==> src/rtl/setbit_iter_pkg.sv <==
// Shared definitions for the set-bit iterator family.
// Holds the default width and the IDLE/EMIT state encoding.
package setbit_iter_pkg;

    localparam int DEFAULT_WIDTH = 8;

    localparam logic STATE_IDLE = 1'b0;
    localparam logic STATE_EMIT = 1'b1;

endpackage

==> src/rtl/setbit_iter_prienc.sv <==
// Combinational priority encoder.
// Reports the lowest (or highest) set index and whether any bit is set.
module prienc #(
    parameter int N         = 8,
    parameter bit MSB_FIRST = 1'b0
) (
    input  logic [N-1:0]         vec,
    output logic [$clog2(N)-1:0] idx,
    output logic                 any
);

    localparam int IW = $clog2(N);

    always_comb begin
        idx = '0;
        any = |vec;
        if (MSB_FIRST) begin
            // Ascending scan: the last hit is the highest set bit.
            for (int i = 0; i < N; i++) begin
                if (vec[i]) idx = IW'(i);
            end
        end else begin
            for (int i = N - 1; i >= 0; i--) begin
                if (vec[i]) idx = IW'(i);
            end
        end
    end

endmodule

==> src/rtl/setbit_iter.sv <==
// Enumerates the set-bit indices of an accepted vector, one beat each.
// All-zero input yields a single beat flagged with out_none.
module setbit_iter
    import setbit_iter_pkg::*;
#(
    parameter int N         = DEFAULT_WIDTH,
    parameter bit MSB_FIRST = 1'b0
) (
    input  logic                   clk,
    input  logic                   rst,
    input  logic [N-1:0]           in_data,
    input  logic                   in_valid,
    output logic                   in_ready,
    output logic [$clog2(N)-1:0]   out_idx,
    output logic [$clog2(N+1)-1:0] out_seq,
    output logic                   out_none,
    output logic                   out_last,
    output logic                   out_valid,
    input  logic                   out_ready
);

    localparam int IW = $clog2(N);
    localparam int SW = $clog2(N + 1);

    logic          state_q, state_d;
    logic [N-1:0]  vec_q, vec_d;
    logic [SW-1:0] seq_q, seq_d;

    logic [IW-1:0] scan_idx;
    logic          scan_any;
    logic          single;

    prienc #(
        .N         (N),
        .MSB_FIRST (MSB_FIRST)
    ) u_prienc (
        .vec (vec_q),
        .idx (scan_idx),
        .any (scan_any)
    );

    // True for one remaining bit and also for an empty vector.
    assign single = ((vec_q & (vec_q - N'(1))) == '0);

    always_ff @(posedge clk) begin
        if (rst) begin
            state_q <= STATE_IDLE;
            vec_q   <= '0;
            seq_q   <= '0;
        end else begin
            state_q <= state_d;
            vec_q   <= vec_d;
            seq_q   <= seq_d;
        end
    end

    always_comb begin
        state_d = state_q;
        vec_d   = vec_q;
        seq_d   = seq_q;
        unique case (state_q)
            STATE_IDLE: begin
                if (in_valid) begin
                    vec_d   = in_data;
                    seq_d   = '0;
                    state_d = STATE_EMIT;
                end
            end
            STATE_EMIT: begin
                if (out_ready) begin
                    if (single) begin
                        vec_d   = '0;
                        seq_d   = '0;
                        state_d = STATE_IDLE;
                    end else begin
                        vec_d = vec_q & ~(N'(1) << scan_idx);
                        seq_d = seq_q + SW'(1);
                    end
                end
            end
            default: state_d = STATE_IDLE;
        endcase
    end

    always_comb begin
        in_ready  = 1'b0;
        out_valid = 1'b0;
        out_idx   = '0;
        out_none  = 1'b0;
        out_last  = 1'b0;
        out_seq   = seq_q;
        unique case (state_q)
            STATE_IDLE: in_ready = 1'b1;
            STATE_EMIT: begin
                out_valid = 1'b1;
                out_idx   = scan_idx;
                out_none  = ~scan_any;
                out_last  = single;
            end
            default: in_ready = 1'b1;
        endcase
    end

endmodule

==> config.mk <==
export PLATFORM = sky130hd
export DESIGN_NAME = setbit_iter
export DESIGN_NICKNAME = d
export VERILOG_FILES = /design/src/rtl/setbit_iter_pkg.sv /design/src/rtl/setbit_iter_prienc.sv /design/src/rtl/setbit_iter.sv
export SDC_FILE = /design/constraint.sdc
export NUM_CORES = 1
export LEC_CHECK = 0
export CAP_MARGIN = 40
export CORE_UTILIZATION = 40
export DETAILED_ROUTE_END_ITERATION = 8
export DONT_BUFFER_PORTS = 1
export GPL_TIMING_DRIVEN = 0
export PLACE_DENSITY = 0.63
export SLEW_MARGIN = 10
export SYNTH_ARGS = -nofsm -noshare
export SYNTH_HDL_FRONTEND = slang
export SYNTH_SLANG_ARGS = --single-unit
==> constraint.sdc <==
create_clock -name clk -period 1.94 [get_ports clk]
set_clock_uncertainty 0.05 [all_clocks]
set_input_delay 0.097 -clock clk [delete_from_list [all_inputs] [get_ports clk]]
set_output_delay 0.097 -clock clk [all_outputs]
set_load 0.02 [all_outputs]
After elaboration in Yosys (flattened, before gate mapping). Index checks and enable logic that the tools add are counted.

Order comparisons: 0. Div/mod/pow operators: 0. Equal/unequal tests: 2. Reductions and logical operators: 3. Muxes and demuxes: 25. Bitwise logic cells: 5. $add $sub $neg: 2. Multiply operators: 0. Shift operators: 1.

Operator list (number): 3-bit 2-to-1 mux (9); 8-bit 2-to-1 mux (3); 8-bit bitwise AND (2); 8-bit one-hot mux with 2 select lines (1); 4-bit 2-to-1 mux (3); 8-bit logical NOT (1); 8-bit NOT (1); 4-bit one-hot mux with 2 select lines (1); 8-bit OR reduction (1); 1-bit by 3-bit left shift with 8-bit output (first input constant) (1); 8-bit by 1-bit subtractor with 8-bit output (second input constant) (1); 1-bit 2-to-1 mux (7); 4-bit by 1-bit adder with 4-bit output (second input constant) (1); 2-bit != test (second input constant) (2); 1-bit NOT (2); 1-bit one-hot mux with 2 select lines (1); 2-bit AND reduction (1).

ROM bits: 0. Memory bits (writable): 0. Input bits: 12. Memories kept: 0. Latch bits: 0. Bits in registers: 13. Output and inout bits: 11.

Longest topological paths before layout.
Depth in word-level cells: 14. Gate-level depth with buffers: 7.

Cells and area by module. A second synthesis with hierarchy kept.

Cells, all modules: 97. Area, all modules: 824.5 um2.

By module, submodules not included: setbit_iter (area an instance 743.2 um2, cells an instance 84, instances 1); prienc (area an instance 81.3 um2, cells an instance 13, instances 1).

Worst setup path before layout. No wires, ideal clock.

Kind: reg-to-reg. Start point: reg vec_q[3]. End point: reg seq_q[1], in the netlist out_seq[1]. Stages on the path, launching flop included: 6. Buffers on the path: 0. Setup slack: 387 ps. Clock period less this slack: 1553 ps. Data required time: 1765 ps. Library setup time: 125 ps. Arrival time: 1379 ps. Cell sequence: dfxtp_1 > maj3_1 > o31ai_1 > a31oi_1 > a22oi_1 > nor2_1.

Cells in the longest elaborated chain, start to end: 6.

RTL lines: from (decl) (line setbit_iter.sv:26) `logic [N-1:0] vec_q, vec_d;`; from (signal assigned) (line setbit_iter.sv:52) `vec_q <= vec_d;`; 8-bit by 1-bit subtractor with 8-bit output (line setbit_iter.sv:43) `assign single = ((vec_q & (vec_q - N'(1))) == '0);`; 8-bit bitwise AND (*) (line setbit_iter.sv:43); 8-bit logical NOT (*) (line setbit_iter.sv:43); 4-bit 2-to-1 mux (*) (line setbit_iter.sv:71) `if (single) begin`; 4-bit 2-to-1 mux (*) (line setbit_iter.sv:70) `if (out_ready) begin`; 4-bit one-hot mux with 2 select lines (*) (line setbit_iter.sv:61) `unique case (state_q)`; to (signal assigned) (line setbit_iter.sv:53) `seq_q <= seq_d;`; to (decl) (line setbit_iter.sv:27) `logic [SW-1:0] seq_q, seq_d;`.

Mark *: on every way between the ends. The rest lies on a longest branch, timed or not. The select of a mux whose other input is x is not followed. A chain may end at the register's enable or synchronous reset.

Worst setup path after layout.
Start point: reg vec_q[3]. End point: out out_last.

Cells in the longest elaborated chain, start to end: 4.

RTL lines: 8-bit by 1-bit subtractor with 8-bit output (line setbit_iter.sv:43); 8-bit bitwise AND (*) (line setbit_iter.sv:43); 8-bit logical NOT (*) (line setbit_iter.sv:43); 1-bit 2-to-1 mux (*) (line setbit_iter.sv:92) `unique case (state_q)`; to (decl) (line setbit_iter.sv:17) `output logic out_last,`.

Mark *: on every way between the ends. The rest lies on a longest branch, timed or not.

==> results.ini <==
[worst_setup_path]
required_ns = 1.79
worst-path-buf-inv = 0
path_cells = maj3_1 -> o31ai_2 -> and3_1 -> and2_2
crit_type = reg2out
timing.rr.start = vec_q[0]$_SDFFE_PP0P_
cp-end-kind = output port
r2r_cells = 6
critical_path_depth = 4
endpoint = out_last
critPathMaxFanout = 7
cpMaxStageDelayCell = dfxtp_2
worstReg2RegEnd = vec_q[5]$_SDFFE_PP0P_
worstPathArrival_ns = 1.72
worstSetupStartpoint = vec_q[3]$_SDFFE_PP0P_
critical-path-top-delay-family = simple AND/OR/NAND/NOR gates
max_stage_delay_ns = 0.37
critPathLaunchType = register
rrSetupSlack_ns = 0.16

[synth]
yosys.area_share.simple = 0.225
synth_compound_area_frac = 0.315
synth_nets = 106
synth-xor-area-share = 0
synth_fa_ha_area_frac = 0.0305
yosys_register_bits = 13
postSynthAreaPerCell_sq_um = 7.95
yosysWarnings = 0
synth_seq_area_share = 0.352
synth_mux_area_frac = 0.0288
synth_top_family_by_area = compound AO/OA/AOI/OAI gates
synthDistinctLibCells = 32
synth_area_sq_um = 739
syn_inst = 93

[clock_network]
cts_root_buffer = clkbuf_4
path_clk_slew_ns = 0.08
clk_path_buf_depth = 2
worst_skew_pair.late_latency_ns = 0.28
tritoncts = done
cts_buffers = 3
cts_sinks = 13
ctsHtreeMaxLevel = 1

[timing]
setup_viol = 0
slew-limit-headroom = 0.585
hold_viol = 0
fin_tns_setup_ns = 0
slew_viol_final = 0
grt_setup_unrepaired = true
setup_ws_ns = 0.0732
clock.fmax_mhz = 536
worst_pin_slew_ns = 0.617
min_period_over_period = 0.962
fin_crit_ns = 1.87

[floorplanning]
die_height_um = 45.0
dieWidth_um = 45.0
pin_count = 23
core-area_sq_um = 1730
die-area_sq_um = 2020
num_rows = 15
initial_utilization = 0.428

[layout]
syn_to_final_growth_pct = 23.4
multi_input_area_sq_um = 467
regArea_sq_um = 264
layout.nets = 120
drive_gt1_frac = 0.160
fillers = 180
antenna_cells = 0

[global_routing]
grt_antenna_before_repair = 0
grt_pass1_wl_um = 2860
gr-usage-all-layers = 0.201
grt_pass1_vias = 650
overflow = 0
grt_max_degree = 11

[placement]
place_hpwl_um = 1240
numPortBuffers = 0
place_congestion = 0.780
dpl_worst_slack_ns = 0.0780

[route]
drt_wl_total_um = 1770
vias = 740
drc = 0
drtPass1Iterations = 4
antenna_left = 0
vias_per_cell = 5.65
wire_per_inst_um = 13.5
drt-initial-drc-count = 27

[hold_path]
min_path_type = in2reg

[status]
run_status = completed

[power_and_ir_drop]
p_per_area_nw_per_um2 = 695
power.leakage_nw = 0.333
ir_worst_vdd_mv = 0.304

[job]
drv_cap = 0

[routing by layer]
metal | vias up | wire, um | global-route usage
met4 | 0 | 36 | 0.109
met1 | 337 | 826 | 0.232
met3 | 4 | 115 | 0.0760
met5 | - | 0 | 0
li1 | 374 | - | -
met2 | 25 | 788 | 0.319
[power by group]
part	internal (mW)	switching [mW]	leakage [nW]
clock	0.0800	0.0948	0.0150
combinational	0.0684	0.0849	0.211
sequential	0.281	0.0250	0.107
total	0.429	0.205	0.333
[how the worst min path moves through the flow]
stage	from	end	slack [ns]	cells after the start
after floorplan	rst	out_seq[2]$_SDFFE_PP0P_	0.12	1
after global placement	rst	out_seq[3]$_SDFFE_PP0P_	0.12	1
after detailed placement	rst	out_seq[3]$_SDFFE_PP0P_	0.12	1
after CTS	in_valid	state_q$_SDFF_PP0_	0.02	2
final	in_valid	state_q$_SDFF_PP0_	0.03	2
after global routing	in_valid	state_q$_SDFF_PP0_	0.03	2
[sequential cells by signal, summed over array words and instances (netlist names)]
register and flops:
state_q 1, vec_q 8, out_seq 4
[per-stage QoR]
stage	cells	utilization	cell area [sq um]	power, mW	hold slack, ns
after floorplan	93	-	739	0.409	0.116
after global placement	118	0.446	771	0.432	0.118
after detailed placement	118	0.446	771	0.433	0.122
after CTS	131	0.524	905	0.634	0.0190
after global routing	131	0.528	912	0.669	0.0250
final	131	0.528	912	0.634	0.0274
[synth_stat cells]
| master | count | area share |
|---|---|---|
| maj3_1 | 1 | 0.014 |
| or2_2 | 1 | 0.0085 |
| and3_1 | 1 | 0.0085 |
| o21ba_2 | 1 | 0.014 |
| a21oi_1 | 12 | 0.081 |
| o21ai_0 | 5 | 0.034 |
| a22o_1 | 1 | 0.012 |
| nor4_1 | 1 | 0.0085 |
| a2111o_1 | 2 | 0.030 |
| nand3b_1 | 3 | 0.030 |
| a311oi_1 | 1 | 0.012 |
| buf_6 | 1 | 0.015 |
| nand2_1 | 12 | 0.061 |
| and2_2 | 1 | 0.010 |
| mux2_2 | 1 | 0.015 |
| and3_2 | 1 | 0.010 |
| dfxtp_1 | 13 | 0.35 |
| nor2_1 | 10 | 0.051 |
| nand2b_1 | 1 | 0.0085 |
| dlygate4sd1_1 | 1 | 0.012 |
| o311ai_0 | 2 | 0.024 |
| nor3_1 | 1 | 0.0068 |
| nand3_1 | 2 | 0.014 |
| mux2i_1 | 1 | 0.014 |
| a22oi_1 | 5 | 0.051 |
| nor2b_1 | 1 | 0.0085 |
| o31ai_1 | 1 | 0.010 |
| ha_1 | 1 | 0.017 |
| a31oi_1 | 4 | 0.034 |
| o211a_1 | 1 | 0.014 |
| inv_1 | 3 | 0.015 |
| buf_2 | 1 | 0.0068 |
[logic make-up after synthesis]
| logic type | count (synthesis) |
|---|---|
| AO/OA/AOI/OAI | 35 |
| AND/OR/NAND/NOR | 35 |
| flip-flops | 13 |
| buffers and inverters | 6 |
| multiplexers | 2 |
| adder cells (fa/ha/maj) | 2 |
[cell type report]
cell class / instances / share of cell area
clock buffers: 4 / 0.0288
well taps: 25 / 0.0343
inverters: 3 / 0.0123
repair buffers: 9 / 0.0960
plain buffers: 3 / 0.0274
flip-flops and latches: 13 / 0.289
multi-input cells: 74 / 0.512
[worst reg2reg max path, stage by stage (launching register included)]
cell,delay (ns)
dfxtp_1,0.51
nor4_4,0.11
a22o_1,0.22
and3_1,0.19
buf_4,0.14
a2111o_1,0.38
a21oi_1,0.12
[cells in the final DEF (no fill, tap or decap), drive strengths merged]
master | synthesis | layout
a2111o | 2 | 2
a21oi | 12 | 12
a22o | 1 | 1
a22oi | 5 | 5
a311oi | 1 | 1
a31oi | 4 | 4
and2 | 1 | 1
and3 | 2 | 2
buf | 2 | 3
clkbuf | 0 | 4
dfxtp | 13 | 13
dlygate4sd1 | 1 | 1
dlygate4sd3 | 0 | 8
ha | 1 | 1
inv | 3 | 3
maj3 | 1 | 1
mux2 | 1 | 1
mux2i | 1 | 1
nand2 | 12 | 12
nand2b | 1 | 1
nand3 | 2 | 2
nand3b | 3 | 3
nor2 | 10 | 10
nor2b | 1 | 1
nor3 | 1 | 1
nor4 | 1 | 1
o211a | 1 | 1
o21ai | 5 | 5
o21ba | 1 | 1
o311ai | 2 | 2
o31ai | 1 | 1
or2 | 1 | 1
[what timing repair did]
action	in CTS	in global routing
resized for setup	3	4
buffers inserted	1	0
hold buffers	8	0
endpoints found under the setup margin	1	5
pin swaps	1	1
hold endpoints to repair	11	0
Note: power is estimated with default switching activity, not from simulation.
